### src/rtl/eqp_meas_ctrl.sv
// Equal-precision frequency meter measurement sequencer.
// Optional build macro AUTO_RESTART_EN adds the cont port for back-to-back runs.
module eqp_meas_ctrl #(
    parameter int CNT_W     = 32,
    parameter int GATE_BASE = 3,
    parameter int TIMEOUT   = 64
) (
    input  logic             clk,
    input  logic             rst,
    input  logic             start,
    input  logic [1:0]       gate_sel,
    input  logic             fx,
`ifdef AUTO_RESTART_EN
    input  logic             cont,
`endif
    output logic             busy,
    output logic             valid,
    output logic [CNT_W-1:0] nsig,
    output logic [CNT_W-1:0] nref,
    output logic [1:0]       err
);

    localparam int TMO_W = $clog2(TIMEOUT) + 1;
    localparam logic [TMO_W-1:0] TMO_LAST = TMO_W'(TIMEOUT - 1);
    localparam logic [31:0] GL0 = 32'(GATE_BASE);
    localparam logic [31:0] GL1 = 32'(GATE_BASE * 10);
    localparam logic [31:0] GL2 = 32'(GATE_BASE * 100);
    localparam logic [31:0] GL3 = 32'(GATE_BASE * 1000);

    typedef enum logic [2:0] {
        S_IDLE, S_WOPEN, S_MEAS, S_WCLOSE, S_DONE
    } state_t;

    state_t           state_q, state_d;
    logic [2:0]       fx_q, fx_d;
    logic [31:0]      gate_len_q, gate_len_d;
    logic [31:0]      gate_tmr_q, gate_tmr_d;
    logic [TMO_W-1:0] tmo_q, tmo_d;
    logic [CNT_W-1:0] cnt_ref_q, cnt_ref_d;
    logic [CNT_W-1:0] cnt_sig_q, cnt_sig_d;
    logic             sat_q, sat_d;
    logic [CNT_W-1:0] nsig_q, nsig_d;
    logic [CNT_W-1:0] nref_q, nref_d;
    logic [1:0]       err_q, err_d;

    logic fx_rise, ref_max, sig_max;
    logic [31:0] sel_len;

    always_ff @(posedge clk) begin
        if (rst) begin
            state_q    <= S_IDLE;
            fx_q       <= '0;
            gate_len_q <= '0;
            gate_tmr_q <= '0;
            tmo_q      <= '0;
            cnt_ref_q  <= '0;
            cnt_sig_q  <= '0;
            sat_q      <= 1'b0;
            nsig_q     <= '0;
            nref_q     <= '0;
            err_q      <= 2'b00;
        end else begin
            state_q    <= state_d;
            fx_q       <= fx_d;
            gate_len_q <= gate_len_d;
            gate_tmr_q <= gate_tmr_d;
            tmo_q      <= tmo_d;
            cnt_ref_q  <= cnt_ref_d;
            cnt_sig_q  <= cnt_sig_d;
            sat_q      <= sat_d;
            nsig_q     <= nsig_d;
            nref_q     <= nref_d;
            err_q      <= err_d;
        end
    end

    // fx_q[1:0] is the 2-flop synchroniser, fx_q[2] the edge-detect history
    assign fx_rise = fx_q[1] & ~fx_q[2];
    assign ref_max = &cnt_ref_q;
    assign sig_max = &cnt_sig_q;

    always_comb begin
        sel_len = GL0;
        case (gate_sel)
            2'd1:    sel_len = GL1;
            2'd2:    sel_len = GL2;
            2'd3:    sel_len = GL3;
            default: sel_len = GL0;
        endcase
    end

    always_comb begin
        state_d    = state_q;
        fx_d       = {fx_q[1:0], fx};
        gate_len_d = gate_len_q;
        gate_tmr_d = gate_tmr_q;
        tmo_d      = tmo_q;
        cnt_ref_d  = cnt_ref_q;
        cnt_sig_d  = cnt_sig_q;
        sat_d      = sat_q;
        nsig_d     = nsig_q;
        nref_d     = nref_q;
        err_d      = err_q;

        if (state_q == S_MEAS || state_q == S_WCLOSE) begin
            cnt_ref_d = ref_max ? cnt_ref_q : cnt_ref_q + 1'b1;
            sat_d     = sat_q | ref_max;
            if (fx_rise) begin
                cnt_sig_d = sig_max ? cnt_sig_q : cnt_sig_q + 1'b1;
                sat_d     = sat_q | ref_max | sig_max;
            end
        end

        case (state_q)
            S_IDLE: begin
                if (start) begin
                    gate_len_d = sel_len;
                    tmo_d      = '0;
                    state_d    = S_WOPEN;
                end
            end
            S_WOPEN: begin
                tmo_d = tmo_q + 1'b1;
                if (fx_rise) begin
                    cnt_ref_d  = '0;
                    cnt_sig_d  = '0;
                    sat_d      = 1'b0;
                    gate_tmr_d = '0;
                    state_d    = S_MEAS;
                end else if (tmo_q == TMO_LAST) begin
                    nsig_d  = '0;
                    nref_d  = '0;
                    err_d   = 2'b01;
                    state_d = S_DONE;
                end
            end
            S_MEAS: begin
                gate_tmr_d = gate_tmr_q + 1'b1;
                if (gate_tmr_q == gate_len_q - 32'd1) begin
                    tmo_d   = '0;
                    state_d = S_WCLOSE;
                end
            end
            S_WCLOSE: begin
                tmo_d = tmo_q + 1'b1;
                if (fx_rise) begin
                    nref_d  = ref_max ? cnt_ref_q : cnt_ref_q + 1'b1;
                    nsig_d  = sig_max ? cnt_sig_q : cnt_sig_q + 1'b1;
                    err_d   = (sat_q | ref_max | sig_max) ? 2'b10 : 2'b00;
                    state_d = S_DONE;
                end else if (tmo_q == TMO_LAST) begin
                    nsig_d  = '0;
                    nref_d  = '0;
                    err_d   = 2'b01;
                    state_d = S_DONE;
                end
            end
            S_DONE: begin
`ifdef AUTO_RESTART_EN
                if (cont) begin
                    tmo_d   = '0;
                    state_d = S_WOPEN;
                end else begin
                    state_d = S_IDLE;
                end
`else
                state_d = S_IDLE;
`endif
            end
            default: state_d = S_IDLE;
        endcase
    end

    assign busy  = (state_q != S_IDLE);
    assign valid = (state_q == S_DONE);
    assign nsig  = nsig_q;
    assign nref  = nref_q;
    assign err   = err_q;

endmodule

### config.mk
export PLATFORM = sky130hd
export DESIGN_NAME = eqp_meas_ctrl
export DESIGN_NICKNAME = d
export VERILOG_FILES = /design/src/rtl/eqp_meas_ctrl.sv
export SDC_FILE = /design/constraint.sdc
export NUM_CORES = 1
export LEC_CHECK = 0
export CAP_MARGIN = 5
export CORE_UTILIZATION = 50
export CTS_CLUSTER_DIAMETER = 100
export CTS_CLUSTER_SIZE = 25
export DETAILED_ROUTE_END_ITERATION = 7
export PLACE_DENSITY = 0.73
export SYNTH_ARGS = -nofsm -noshare
export SYNTH_HDL_FRONTEND = slang
export SYNTH_SLANG_ARGS = --single-unit
### constraint.sdc
create_clock -name clk -period 2.1 [get_ports clk]
set_input_delay 0.63 -clock clk [delete_from_list [all_inputs] [get_ports clk]]
set_output_delay 0.63 -clock clk [all_outputs]
set_load 0.1 [all_outputs]
==> report_table.html <==
<table>
<tr><th>Metric</th><th>Value</th></tr>
<tr><th colspan="2">Setup path</th></tr>
<tr><td>Nature of the critical path endpoint</td><td>register</td></tr>
<tr><td>Type of the setup path with the least slack</td><td>reg2reg</td></tr>
<tr><td>Worst-path cell chain</td><td>nor3_4 &gt; and3_1 &gt; ha_1 &gt; xnor2_1 &gt; nor4_1 &gt; and4_1 &gt; nand4_4 &gt; a41o_1</td></tr>
<tr><td>Cell depth of the worst setup path</td><td>8</td></tr>
<tr><td>Highest fanout seen on the critical path</td><td>8</td></tr>
<tr><td>Worst R2R Path Depth</td><td>8</td></tr>
<tr><td>Slowest Stage Delay on Critical Path</td><td>about 0.36 ns</td></tr>
<tr><td>Terminus of the critical flop-to-flop path</td><td>tmo_q[1]$_SDFFE_PP0P_</td></tr>
<tr><td>Critical-path top delay cell</td><td>sky130_fd_sc_hd__dfxtp_4</td></tr>
<tr><td>Start point of the critical path</td><td>gate_len_q[1]$_SDFFE_PP0P_</td></tr>
<tr><td>Launch instance of the worst register-to-register path</td><td>gate_len_q[1]$_SDFFE_PP0P_</td></tr>
<tr><td>Launching element type of the critical path</td><td>register</td></tr>
<tr><td>Category of cells accounting for the largest share of critical-path delay</td><td>simple AND/OR/NAND/NOR gates</td></tr>
<tr><td>Worst setup path end</td><td>tmo_q[1]$_SDFFE_PP0P_</td></tr>
<tr><td>Arrival time worst endpoint</td><td>2.45 ns</td></tr>
<tr><td>Total buffers and inverters traversed by the critical path</td><td>0</td></tr>
<tr><td>Worst setup slack for register-to-register paths</td><td>-0.03 ns</td></tr>
<tr><td>Required time worst endpoint</td><td>around 2.4 ns</td></tr>
<tr><th colspan="2">Finish</th></tr>
<tr><td>Area taken by multi-input logic gates</td><td>~0.0055 sq mm</td></tr>
<tr><td>Sequential cell area in the final layout</td><td>0.00368 sq mm</td></tr>
<tr><td>Ratio of cells with drive above 1 in the final layout</td><td>0.254</td></tr>
<tr><td>Net count reported at finish</td><td>between 1,000 and 1,500</td></tr>
<tr><td>Diode count</td><td>0</td></tr>
<tr><td>Layout overhead on the synthesized area</td><td>35.7%</td></tr>
<tr><td>Filler cell count</td><td>roughly 1,300</td></tr>
<tr><th colspan="2">Clocking</th></tr>
<tr><td>Cell at the root of the clock tree</td><td>sky130_fd_sc_hd__clkbuf_16</td></tr>
<tr><td>Clock transition at the registers of the reported paths</td><td>about 0.070 ns</td></tr>
<tr><td>Clock buffer count from CTS</td><td>17</td></tr>
<tr><td>Level count of the clock H-tree</td><td>4</td></tr>
<tr><td>Clock latency at the later pin of the worst-skew pair</td><td>~0.44 ns</td></tr>
<tr><td>Buffer depth of the longest clock path</td><td>2</td></tr>
<tr><td>Quantity of hold-fixing buffers added after cts</td><td>0</td></tr>
<tr><td>Clock tree sinks</td><td>between 150 and 200</td></tr>
<tr><td>CTS tree</td><td>yes</td></tr>
<tr><th colspan="2">Power</th></tr>
<tr><td>Ratio of total power to cell area</td><td>around 590 mW/mm^2</td></tr>
<tr><td>Share of power burned in combinational logic</td><td>0.066</td></tr>
<tr><td>Peak supply drop</td><td>632 uV</td></tr>
<tr><td>Total internal power</td><td>roughly 5.7 mW</td></tr>
<tr><td>Switching power share of the total</td><td>0.234</td></tr>
<tr><td>Sw Pwr</td><td>about 1.7 mW</td></tr>
<tr><td>Total leakage power</td><td>~4.9 nW</td></tr>
<tr><td>Clock power frac</td><td>0.464</td></tr>
<tr><td>Total power draw</td><td>7.47 mW</td></tr>
<tr><td>Sequential power share</td><td>0.470</td></tr>
<tr><th colspan="2">Run status</th></tr>
<tr><td>Failing checks</td><td>DRC, setup timing</td></tr>
<tr><td>Result of the run</td><td>complete, but fails checks</td></tr>
<tr><th colspan="2">GRT</th></tr>
<tr><td>Maximum number of pins on one net before global-route repair</td><td>between 40 and 50</td></tr>
<tr><td>Wire length of the first global-routing pass</td><td>41.3 mm</td></tr>
<tr><td>Antenna violations before repair</td><td>0</td></tr>
<tr><td>Via count of the first global-routing pass</td><td>8,385</td></tr>
<tr><td>Global route overflow</td><td>0</td></tr>
<tr><td>Total routing usage reported by global routing</td><td>0.261</td></tr>
<tr><th colspan="2">Timing</th></tr>
<tr><td>Final clock period utilization by the worst path</td><td>1.01</td></tr>
<tr><td>Max Slew Vio Count</td><td>0</td></tr>
<tr><td>Highest clock rate</td><td>470 MHz</td></tr>
<tr><td>Setup violations, final</td><td>1</td></tr>
<tr><td>Final clock skew</td><td>about 0.011 ns</td></tr>
<tr><td>TNS Setup</td><td>-0.0255 ns</td></tr>
<tr><td>RSZ-0062 raised after global routing</td><td>yes</td></tr>
<tr><td>Worst max-slew margin expressed relative to the limit</td><td>0.623</td></tr>
<tr><td>Number of hold-slack violations in the final timing report</td><td>0</td></tr>
<tr><td>Final critical delay including setup and external delays</td><td>around 2.1 ns</td></tr>
<tr><td>Worst setup margin</td><td>-0.0255 ns</td></tr>
<tr><td>Transition time of the tightest slew-check pin</td><td>0.565 ns</td></tr>
<tr><th colspan="2">Die</th></tr>
<tr><td>Placeable Area</td><td>around 0.018 sq mm</td></tr>
<tr><td>Placement Rows</td><td>~50</td></tr>
<tr><td>Die extent in y</td><td>139 um</td></tr>
<tr><td>Starting utilization of the core area</td><td>0.516</td></tr>
<tr><td>Total I/O pin count</td><td>74</td></tr>
<tr><td>Overall die area</td><td>0.0193 sq mm</td></tr>
<tr><td>Die boundary width</td><td>about 140 um</td></tr>
<tr><th colspan="2">Yosys</th></tr>
<tr><td>Library cells used by synthesis</td><td>72</td></tr>
<tr><td>Share of the yosys chip area belonging to registers</td><td>0.391</td></tr>
<tr><td>Top FF cell, synth</td><td>sky130_fd_sc_hd__dfxtp_1</td></tr>
<tr><td>Register bit total from synthesis</td><td>roughly 180</td></tr>
<tr><td>Cell area after synthesis</td><td>0.00937 sq mm</td></tr>
<tr><td>Net count of the mapped netlist</td><td>roughly 1,100</td></tr>
<tr><td>Syn_area_per_cell</td><td>8.63 sq um</td></tr>
<tr><td>Async SR Flop Fraction</td><td>0</td></tr>
<tr><td>Synthesized netlist cell count</td><td>approximately 1,100</td></tr>
<tr><td>Post-synth EDFFs</td><td>0</td></tr>
<tr><td>Count of yosys warnings during synthesis</td><td>0</td></tr>
<tr><th colspan="2">Detailed routing</th></tr>
<tr><td>Total length of routed wires</td><td>approximately 25 mm</td></tr>
<tr><td>Pre-Repair DR Iteration Count</td><td>7</td></tr>
<tr><td>DRC violation count after routing</td><td>3</td></tr>
<tr><td>Average vias per placed instance</td><td>about 5.9</td></tr>
<tr><td>DR iter-0 viols</td><td>around 700</td></tr>
<tr><td>Remaining antenna violation count</td><td>0</td></tr>
<tr><td>Routed vias</td><td>roughly 9,000</td></tr>
<tr><td>DR WL/cell</td><td>around 17 um</td></tr>
<tr><th colspan="2">Placed design</th></tr>
<tr><td>Number of port buffers</td><td>73</td></tr>
<tr><td>Routability congestion estimate</td><td>0.911</td></tr>
<tr><td>Detailed placement HPWL</td><td>approximately 18 mm</td></tr>
<tr><th colspan="2">Run</th></tr>
<tr><td>Max Cap Viol</td><td>0</td></tr>
<tr><th colspan="2">Hold path</th></tr>
<tr><td>Hold Crit Class</td><td>reg2reg</td></tr>
</table>
-- cell usage after synthesis, types with 4 or more instances --
master / count / area (sq um)
sky130_fd_sc_hd__dfxtp_1: 183 / 3660
sky130_fd_sc_hd__nor2_1: 92 / 345
sky130_fd_sc_hd__nand2_1: 91 / 342
sky130_fd_sc_hd__nand3_1: 65 / 325
sky130_fd_sc_hd__xnor2_1: 56 / 490
sky130_fd_sc_hd__a22o_1: 55 / 482
sky130_fd_sc_hd__a21oi_1: 50 / 250
sky130_fd_sc_hd__nand4_1: 44 / 275
sky130_fd_sc_hd__xor2_1: 43 / 377
sky130_fd_sc_hd__o21ai_0: 38 / 190
sky130_fd_sc_hd__nor3_1: 30 / 150
sky130_fd_sc_hd__and3_1: 29 / 181
sky130_fd_sc_hd__clkbuf_1: 29 / 109
sky130_fd_sc_hd__buf_2: 28 / 140
sky130_fd_sc_hd__inv_1: 25 / 93.8
sky130_fd_sc_hd__o31ai_1: 19 / 143
sky130_fd_sc_hd__or3_1: 15 / 93.8
sky130_fd_sc_hd__and4_1: 13 / 114
sky130_fd_sc_hd__nor4_1: 12 / 75.1
sky130_fd_sc_hd__a31oi_1: 11 / 68.8
sky130_fd_sc_hd__ha_1: 11 / 138
sky130_fd_sc_hd__o211ai_1: 9 / 67.6
sky130_fd_sc_hd__mux2i_1: 8 / 80.1
sky130_fd_sc_hd__mux2_2: 7 / 78.8
sky130_fd_sc_hd__nor2b_1: 7 / 43.8
sky130_fd_sc_hd__a211oi_1: 6 / 45.0
sky130_fd_sc_hd__a41o_1: 6 / 60.1
sky130_fd_sc_hd__nand2b_1: 6 / 37.5
sky130_fd_sc_hd__nand4_2: 6 / 75.1
sky130_fd_sc_hd__o2bb2ai_1: 6 / 52.6
sky130_fd_sc_hd__and2_1: 5 / 31.3
sky130_fd_sc_hd__clkbuf_2: 5 / 25.0
sky130_fd_sc_hd__o21a_1: 5 / 37.5
sky130_fd_sc_hd__or2_2: 5 / 31.3
sky130_fd_sc_hd__a21o_1: 4 / 30.0
sky130_fd_sc_hd__nand3b_1: 4 / 30.0
sky130_fd_sc_hd__nor3b_1: 4 / 30.0
-- worst register-to-register path, stage by stage, from the launching register on --
cell and delay [ns]:
sky130_fd_sc_hd__dfxtp_4 0.36, sky130_fd_sc_hd__nor3_4 0.22, sky130_fd_sc_hd__and3_1 0.20, sky130_fd_sc_hd__ha_1 0.25
sky130_fd_sc_hd__xnor2_1 0.13, sky130_fd_sc_hd__nor4_1 0.15, sky130_fd_sc_hd__and4_1 0.27, sky130_fd_sc_hd__nand4_4 0.18
sky130_fd_sc_hd__a41o_1 0.26
-- per-layer routing --
| metal | vias up | routed length (um) | part of all wire | track usage |
|---|---|---|---|---|
| li1 | 4296 | - | - | - |
| met1 | 4253 | 11200 | 0.45 | 0.332 |
| met2 | 227 | 12400 | 0.49 | 0.447 |
| met3 | 45 | 984 | 0.039 | 0.0425 |
| met4 | 0 | 539 | 0.021 | 0.0901 |
| met5 | - | 0 | 0 | 0 |
-- cells in the final DEF, fill, tap and decap left out, drive strengths merged, types with 5 or more instances in the layout --
cell and count:
nor2 92, nor2b 7, o211ai 9, or3 16
nor4 16, a22o 55, and3 29, xor2 43
inv 30, buf 207, nand3 67, o31ai 19
and4 13, or2 6, ha 11, a31oi 12
mux2 8, xnor2 56, a41o 6, clkbuf 20
nand2 92, o21a 5, mux2i 8, nand4 52
o2bb2ai 6, o21ai 38, dfxtp 183, nor3b 5
nand2b 6, nor3 36, a211oi 6, and2 7
a21oi 50
-- repair_timing --
| item | CTS | global route |
|---|---|---|
| pin swaps | 10 | 15 |
| hold endpoints to repair | 0 | 0 |
| resized for setup | 12 | 39 |
| endpoints found under the setup margin | 16 | 79 |
| setup buffers | 0 | 6 |
-- cells by family after synthesis --
group,synth area share
simple gates,0.263
compound gates,0.178
flops,0.391
xor+xnor,0.0926
buf+inv,0.0425
mux,0.0182
fa+ha+maj,0.0147
-- power groups by stage --
stage | clock [mW] | sequential [mW] | combinational (mW)
2_1_floorplan | 0 | 3.58 | 0.264
3_3_place_gp | 0 | 3.58 | 0.420
3_5_place_dp | 0 | 3.59 | 0.422
4_1_cts | 3.49 | 3.51 | 0.448
5_1_grt | 3.64 | 3.51 | 0.529
6_report | 3.47 | 3.51 | 0.490
-- cell type report --
cell class,instances,share of cell area
inverter,25,0.00738
tap,229,0.0225
timing repair buffer,211,0.196
clock inverter,12,0.0149
multi-input combinational,811,0.435
clock buffer,20,0.0344
sequential,183,0.290
-- worst min-delay path by stage --
| stage | startpoint | to | slack [ns] | depth (start not counted) |
|---|---|---|---|---|
| after floorplan | fx_q[0]$_SDFF_PP0_ | fx_q[1]$_SDFF_PP0_ | 0.41 | 1 |
| after global placement | fx_q[0]$_SDFF_PP0_ | fx_q[1]$_SDFF_PP0_ | 0.43 | 1 |
| after detailed placement | fx_q[0]$_SDFF_PP0_ | fx_q[1]$_SDFF_PP0_ | 0.45 | 1 |
| after CTS | fx_q[0]$_SDFF_PP0_ | fx_q[1]$_SDFF_PP0_ | 0.46 | 1 |
| after global routing | fx_q[0]$_SDFF_PP0_ | fx_q[1]$_SDFF_PP0_ | 0.46 | 1 |
| final | fx_q[0]$_SDFF_PP0_ | fx_q[1]$_SDFF_PP0_ | 0.46 | 1 |
-- stage by stage --
step / instances / setup slack (ns) / utilization / hold WS (ns) / instance area (sq um)
2_1_floorplan: 1085 / -0.0263 / - / 0.414 / 9380
3_3_place_gp: 1453 / -0.125 / 0.651 / 0.427 / 11800
3_5_place_dp: 1453 / -0.177 / 0.651 / 0.449 / 11800
4_1_cts: 1485 / -0.0395 / 0.689 / 0.462 / 12500
5_1_grt: 1491 / -0.119 / 0.700 / 0.463 / 12700
6_report: 1491 / -0.0255 / 0.700 / 0.456 / 12700
(Power assumes the default switching activity.)
